<file path="config.mk">
export PLATFORM = sky130hd
export DESIGN_NAME = if_stage_flat
export DESIGN_NICKNAME = d
export VERILOG_FILES = /design/src/rtl/project_types.sv /design/src/rtl/i_instbus.sv /design/src/rtl/pc_reg.sv /design/src/rtl/if_stage.sv /design/src/flat_wrapper.sv
export SDC_FILE = /design/constraint.sdc
export NUM_CORES = 1
export LEC_CHECK = 0
export CAP_MARGIN = 15
export CORE_AREA = 10 10 139 141
export CTS_BUF_LIST = sky130_fd_sc_hd__clkbuf_16
export DETAILED_ROUTE_END_ITERATION = 6
export DIE_AREA = 0 0 149 151
export HOLD_SLACK_MARGIN = 0.05
export SYNTH_ARGS = -nofsm -noshare
export SYNTH_HDL_FRONTEND = slang
export SYNTH_SLANG_ARGS = --single-unit
export TNS_END_PERCENT = 100
</file>
<file path="constraint.sdc">
create_clock -name clk -period 2.1 [get_ports clk]
set_clock_uncertainty 0.05 [all_clocks]
set_input_delay 0.63 -clock clk [delete_from_list [all_inputs] [get_ports clk]]
set_output_delay 0.63 -clock clk [all_outputs]
set_load 0.005 [all_outputs]
</file>
<file path="src/rtl/project_types.sv">
// Shared fetch-path types and constants for the IF stage.
package project_types;

  typedef logic [31:0] inst_addr_t;
  typedef logic [31:0] inst_data_t;
  typedef logic        chip_en_t;

  localparam inst_addr_t PC_RESET_VEC = 32'hBFC0_0000;
  localparam inst_data_t NOP_INST     = 32'h0000_0000;
  localparam inst_addr_t INST_STEP    = 32'd4;

  // Contents of the IF/ID pipeline register.
  typedef struct packed {
    inst_addr_t pc;
    inst_data_t inst;
    logic       valid;
    logic       adel;
  } ifid_t;

  localparam ifid_t IFID_BUBBLE = '{pc: '0, inst: NOP_INST, valid: 1'b0, adel: 1'b0};

  // Instruction fetches must be word aligned.
  function automatic logic is_misaligned(input inst_addr_t addr);
    return addr[1:0] != 2'b00;
  endfunction

endpackage

</file>
<file path="src/rtl/i_instbus.sv">
// Instruction bus: master drives ce/addr, slave returns data in the same cycle.
interface i_instbus;
  import project_types::*;

  chip_en_t   ce;
  inst_addr_t addr;
  inst_data_t data;

  modport master (output ce, output addr, input data);
  modport slave  (input ce, input addr, output data);
endinterface

</file>
<file path="src/rtl/pc_reg.sv">
// Program counter and fetch-enable register with redirect priority.
module pc_reg
  import project_types::*;
(
  input  logic       i_clk,
  input  logic       i_rst,
  input  logic       i_stall,
  input  logic       i_branch,
  input  inst_addr_t i_branch_target,
  input  logic       i_flush,
  input  inst_addr_t i_flush_pc,
  output inst_addr_t o_pc,
  output logic       o_fetch_en
);

  inst_addr_t r_pc;
  logic       r_fetch_en;

  // PC update: reset > flush > stall > branch > sequential step.
  always_ff @(posedge i_clk) begin
    if (i_rst) begin
      r_pc       <= PC_RESET_VEC;
      r_fetch_en <= 1'b0;
    end else begin
      r_fetch_en <= 1'b1;
      if (i_flush) begin
        r_pc <= i_flush_pc;
      end else if (i_stall) begin
        r_pc <= r_pc;
      end else if (i_branch) begin
        r_pc <= i_branch_target;
      end else if (r_fetch_en) begin
        r_pc <= r_pc + INST_STEP;
      end
    end
  end

  assign o_pc       = r_pc;
  assign o_fetch_en = r_fetch_en;

endmodule

</file>
<file path="src/rtl/if_stage.sv">
// Instruction fetch stage: drives the instruction bus and holds the IF/ID register.
module if_stage
  import project_types::*;
(
  input  logic            clk,
  input  logic            rst,
  i_instbus.master        ibus,
  input  logic            stall_i,
  input  logic            branch_i,
  input  logic [31:0]     branch_target_i,
  input  logic            flush_i,
  input  logic [31:0]     flush_pc_i,
  output logic [31:0]     id_pc_o,
  output logic [31:0]     id_inst_o,
  output logic            id_valid_o,
  output logic            id_adel_o
);

  inst_addr_t w_pc;
  logic       w_fetch_en;
  logic       w_misaligned;
  ifid_t      r_ifid;

  pc_reg u_pc_reg (
    .i_clk           (clk),
    .i_rst           (rst),
    .i_stall         (stall_i),
    .i_branch        (branch_i),
    .i_branch_target (branch_target_i),
    .i_flush         (flush_i),
    .i_flush_pc      (flush_pc_i),
    .o_pc            (w_pc),
    .o_fetch_en      (w_fetch_en)
  );

  assign w_misaligned = is_misaligned(w_pc);

  // Bus controls come only from registered PC state, never from returned data.
  assign ibus.addr = w_pc;
  assign ibus.ce   = w_fetch_en & ~w_misaligned;

  // IF/ID register: reset/flush insert a bubble, stall holds, otherwise capture the fetch.
  always_ff @(posedge clk) begin
    if (rst) begin
      r_ifid <= IFID_BUBBLE;
    end else if (flush_i) begin
      r_ifid <= IFID_BUBBLE;
    end else if (!stall_i) begin
      // With fetch disabled the bus data is meaningless, so a full bubble is captured.
      if (!w_fetch_en) begin
        r_ifid <= IFID_BUBBLE;
      end else if (w_misaligned) begin
        r_ifid <= '{pc: w_pc, inst: NOP_INST, valid: 1'b1, adel: 1'b1};
      end else begin
        r_ifid <= '{pc: w_pc, inst: ibus.data, valid: 1'b1, adel: 1'b0};
      end
    end
  end

  assign id_pc_o    = r_ifid.pc;
  assign id_inst_o  = r_ifid.inst;
  assign id_valid_o = r_ifid.valid;
  assign id_adel_o  = r_ifid.adel;

endmodule

</file>
<file path="src/flat_wrapper.sv">
// flat-port wrapper written by rule: the top's interface ports become plain ports
module if_stage_flat import project_types::*;
  (clk, rst, stall_i, branch_i, branch_target_i, flush_i, flush_pc_i, id_pc_o, id_inst_o, id_valid_o, id_adel_o, ibus_ce, ibus_addr, ibus_data);
  i_instbus ibus_i ();
  input  logic clk;
  input  logic rst;
  input  logic stall_i;
  input  logic branch_i;
  input  logic [31:0] branch_target_i;
  input  logic flush_i;
  input  logic [31:0] flush_pc_i;
  output logic [31:0] id_pc_o;
  output logic [31:0] id_inst_o;
  output logic id_valid_o;
  output logic id_adel_o;
  output wire logic [$bits(ibus_i.ce)-1:0] ibus_ce;
  output wire logic [$bits(ibus_i.addr)-1:0] ibus_addr;
  input wire logic [$bits(ibus_i.data)-1:0] ibus_data;
  assign ibus_ce = ibus_i.ce;
  assign ibus_addr = ibus_i.addr;
  assign ibus_i.data = ibus_data;
  if_stage u_core (.clk(clk), .rst(rst), .ibus(ibus_i), .stall_i(stall_i), .branch_i(branch_i), .branch_target_i(branch_target_i), .flush_i(flush_i), .flush_pc_i(flush_pc_i), .id_pc_o(id_pc_o), .id_inst_o(id_inst_o), .id_valid_o(id_valid_o), .id_adel_o(id_adel_o));
endmodule
</file>
### Yosys cells after proc, flatten, opt, wreduce, memory -nomap -nowiden

Index checks and enable logic that the tools add are counted.

* multipliers: 0
* mux-type cells: 7
* add/sub/neg operators: 1
* divide/modulo/power cells: 0
* equality and inequality tests: 1
* magnitude comparators: 0
* shift-type cells: 0
* bitwise logic cells: 2
* reduce and logical (&&, ||, !) cells: 4

Operator list (number)
* $mux 32: 4
* $mux 66: 1
* $mux 34: 1
* $add 32x3->32 const B: 1
* $reduce_bool 3->1: 1
* $ne 2x1->1 const B: 1
* $reduce_and 2->1: 1
* $reduce_bool 2->1: 1
* $reduce_or 2->1: 1
* $and 1x1->1: 1
* $mux 1: 1
* $not 1->1: 1

* register bits after elaboration: 99
* memory bits (read-only): 0
* bits in latches: 0
* memories kept: 0
* memory bits (writable): 0
* input bits: 101

### Depth between registers and ports, before layout

Gate-level depths: netlist (run 1).

* word-level depth: 5
* mapped depth: 8
* depth with buffers taken out: 6

### Hierarchy

Synthesis (run 1) repeated with hierarchy kept, for this count alone.

* cell total of the unflattened synthesis: 508
* area total of the unflattened synthesis: 4451.8 um2

By module, submodules not included
* pc_reg: area each 2299.7 um2, instances 1, seq. area each 660.6 um2, cells an instance 317
* if_stage: area each 2152.1 um2, instances 1, seq. area each 1321.3 um2, cells an instance 191

### Worst setup path before layout (run 1)

OpenSTA, ideal clock, no wires.

* path kind: input to register
* start point: input branch_i
* end point: register u_core.u_pc_reg.r_pc[19] (netlist: u_core.u_pc_reg.o_pc[19])
* arrival: 1902 ps
* buffers on the path: 2
* stages: 7
* path slack: 81 ps
* library setup time: 67 ps
* required time: 1983 ps
* cell sequence: buf_2 > o21ba_1 > buf_4 > nor2_1 > or4_1 > a211o_1 > o21ai_2

* word-level cells in the longest chain between the ends: 3
* elaborated cells on any way between the ends: 5
* classes of those cells: mux (3); reduce/logical (2)

RTL lines
* from (decl): RTL line flat_wrapper.sv:8 `input logic branch_i;`
* $mux 32: RTL line pc_reg.sv:30 `end else if (i_branch) begin`
* $mux 32: RTL line pc_reg.sv:28 `end else if (i_stall) begin`
* $mux 32: RTL line pc_reg.sv:26 `if (i_flush) begin`
* to (signal assigned): RTL line pc_reg.sv:27 `r_pc <= i_flush_pc;`
* to (signal assigned): RTL line pc_reg.sv:29 `r_pc <= r_pc;`
* to (signal assigned): RTL line pc_reg.sv:31 `r_pc <= i_branch_target;`
* to (decl): RTL line pc_reg.sv:16 `inst_addr_t r_pc;`

Parallel ways exist; a longest one is shown, timed or not. The select of a mux whose other input is x is not followed.
A chain may end at the register's enable or synchronous reset.

### Worst setup path after layout (run 1)

* start point: register u_core.u_pc_reg.r_pc[20] (netlist: u_core.u_pc_reg.o_pc[20])
* end point: output ibus_addr[20]

RTL lines
* to (decl): RTL line flat_wrapper.sv:17 `output wire logic [$bits(ibus_i.addr)-1:0] ibus_addr;`

No word-level cell between the ends.

==> run summary, run 1 <==
status: complete, no violations
Routability Congestion: 0.901
Worst path max stage delay: 570 ps
Post-Layout Inst Area: 0.00778 sq mm
commonest non-fill, non-tap cell in the layout: clkdlybuf4s50_1
Clock transition at path regs: 80 ps
Root Driver: clkbuf_16
Hold Crit Depth: 2
top post-synthesis cells by area: dfxtp_1 41%, nor2_1 9.8%, a21oi_1 7.9%
Hold Path Class: reg2reg
slew margin rel.: 75.3%
Post-DP Area: 0.00745 sq mm
Seq/Total Area, Yosys: 40.9%
max_cap viols: 0
reg-to-reg endpoint: u_core.u_pc_reg.o_pc[31]
Mapped Avg Cell Area: 7.65 sq um
ys flop type: dfxtp_1
Setup crit end kind: output port
share of cells above drive strength 1: 14.5%
R2R setup slack: 130 ps
Peak Freq: 0.478 GHz
largest net degree at the start of global routing: 89
Rows: 47
CTS tree: done
commonest cells after routing, fill and taps aside: 195 x clkdlybuf4s50_1, 126 x nor2_1, 89 x dfxtp_1
drt pass-1 iters: 5
worst-skew pair later-pin latency: 360 ps
violation count after the first detailed-route iteration: 474
Die W: 149 um
main combinational cell family by area after synthesis: simple AND/OR/NAND/NOR gates
VDD IR max: 0.386 mV
DR vias: 5531
I/O pin cnt: 200
Worst EP required: 1420 ps
WL per Instance: 18.1 um
Synth Area in Adders: 0.258%
# clock sinks: 99
routed wire length: 19800 um
GR Util All Layers: 17.0%
Hold Crit Start: u_core.id_adel_o
Filler cells: 1650
worst hold margin: 414 ps
post-synthesis cell area: 0.00484 sq mm
share of the clock period used by the worst path: 99.6%
Synth Instances: 633
total CTS buffers: 9
Ant. Diodes: 0
Synth Area in Compound Gates: 25.2%
Starting Density: 29.4%
antenna violations before repair: 1
via/cell ratio: 5.07
post-detailed-route DRC marker count: 0
R2R depth: 6
Top delay family on crit path: buffers and inverters
Synth cell types: 63
crit path max fanout: 6
Net count, final: 967
Critical Path AT: 1410 ps
share of the synthesized area in the top cell type: 40.9%
grt ovf: 0
pre-CTS WS: -352 ps
Post-Synth Simple-Gate Area: 25.6%
mux cell area share after synthesis: 1.45%
max-slew violations: 0
Final ANT Viol Nets: 0
XOR/XNOR Fraction of Synth Area: 0.181%
EDFF count, synth: 0
Die H: 151 um
# port buffers: 199
P&R area growth vs syn: 60.7%
number of global-route vias before repair: 5209
flops & latches, synth: 99
Leakage: 0.00288 uW
final worst slack: 8.74 ps
Power Density: 595 mW/mm^2
worst path bufs/invs: 1
reg-to-reg startpoint: u_core.u_pc_reg.o_pc[13]
CP cell instances: clkdlybuf4s50_1
ys async rst share: 0%
multi-input logic area: 0.00259 sq mm
final worst path period need: 2090 ps
DIE AREA: 0.0225 sq mm
first-pass GRT wire length: 30100 um
RSZ-0062 raised after global routing: yes
CP max-delay cell: clkdlybuf4s50_1
DP HPWL: 15100 um
critical path class: reg2out
Syn Nets: 735
Hold Path End: u_core.id_adel_o
setup violators final: 0
final hold viol count: 0
core area: 0.0165 sq mm
yosys warns: 0
Critical Path Start Type: flop
worst-case clock buffer depth: 2
Slew @ Worst Pin: 361 ps
# hold bufs at CTS: 0
area leader, netlist: dfxtp_1
FF+latch area: 0.00199 sq mm
Core Util, Final: 47.2%
H-Tree Depth: 3
sequential cells by signal, indices dropped and copies added (netlist names):
signal,count
u_core.id_adel_o,1
u_core.id_inst_o,32
u_core.id_pc_o,32
u_core.id_valid_o,1
u_core.u_pc_reg.o_fetch_en,1
u_core.u_pc_reg.o_pc,32
logic make-up (layout without fill, tap and decap cells):
kind of cell	count (synthesis)	in the layout
AND/OR/NAND/NOR	274	274
AO/OA/AOI/OAI	191	191
multiplexers	7	7
flip-flops	99	99
adder cells (fa/ha/maj)	1	1
XOR/XNOR	1	1
buffers and inverters	60	297
routing by layer:
layer	part of all wire, %	GRT usage (%)	wire [um]
met1	43	21.5	8590
met5	0.066	0	13
met4	1.6	5.74	308
met2	47	27.4	9320
met3	7.7	4.47	1520
power by group:
group	internal (uW)	switching, uW
Clock	824	842
Sequential	1950	71.4
Combinational	518	422
Total	3290	1340
final cells by class:
type                    count  share of cell area, %
clock buffers               9                   2.89
clock inverters             7                  0.788
inverters                   5                  0.241
multi-input cells         474                   33.3
flip-flops and latches     99                   25.6
well taps                 220                   3.54
repair buffers            276                   33.6
metrics by stage:
| step | instances | setup TNS (ps) | power, uW |
|---|---|---|---|
| floorplan | 633 | 0 | 2420 |
| detailed placement | 1074 | -7770 | 2990 |
| global route | 1090 | -21.5 | 4820 |
| finish | 1090 | 0 | 4630 |
| global placement | 1074 | -6570 | 2990 |
| CTS | 1090 | 0 | 4650 |
cell usage after synthesis (3+ instances only):
| master | count |
|---|---|
| nor2_1 | 126 |
| dfxtp_1 | 99 |
| nand2_1 | 81 |
| a21oi_1 | 76 |
| clkbuf_1 | 37 |
| a22oi_1 | 36 |
| o21ai_0 | 23 |
| nor3_1 | 12 |
| nand3_1 | 11 |
| a31oi_1 | 8 |
| mux2i_1 | 7 |
| nor4_1 | 7 |
| buf_2 | 5 |
| inv_1 | 5 |
| a211oi_1 | 4 |
| and3_1 | 4 |
| and4_1 | 4 |
| buf_6 | 4 |
| nand4_1 | 4 |
| o211ai_1 | 4 |
| o31a_1 | 4 |
| o31ai_1 | 4 |
| a221o_1 | 3 |
| a221oi_1 | 3 |
| a22o_1 | 3 |
| a311oi_1 | 3 |
| buf_4 | 3 |
| nor2b_1 | 3 |
| nor3b_1 | 3 |
worst max-delay path by stage:
stage                                   from                        to  slack [ps]  depth (start not counted)
global placement                    branch_i  u_core.u_pc_reg.o_pc[27]        -300                          8
global route                        branch_i  u_core.u_pc_reg.o_pc[27]         -20                          8
CTS                                 branch_i  u_core.u_pc_reg.o_pc[27]          20                          8
floorplan                           branch_i  u_core.u_pc_reg.o_pc[19]          80                          7
detailed placement                  branch_i  u_core.u_pc_reg.o_pc[27]        -350                          8
finish              u_core.u_pc_reg.o_pc[20]             ibus_addr[20]           9                          1
repair_timing:
item                                    in CTS  in global routing
gates resized for setup                      4                 14
endpoints found under the setup margin       4                 23
setup buffers                                0                  0
Power figures use the tool's default switching activity.
==> inputs of run 2 (changes only) <==
--- a/config.mk
+++ b/config.mk
@@ -14,4 +14,3 @@
 export SYNTH_ARGS = -nofsm -noshare
 export SYNTH_HDL_FRONTEND = slang
 export SYNTH_SLANG_ARGS = --single-unit
-export TNS_END_PERCENT = 100
==> results of run 2 <==
No change in the layout: final DEF, timing and power equal those of run 1.
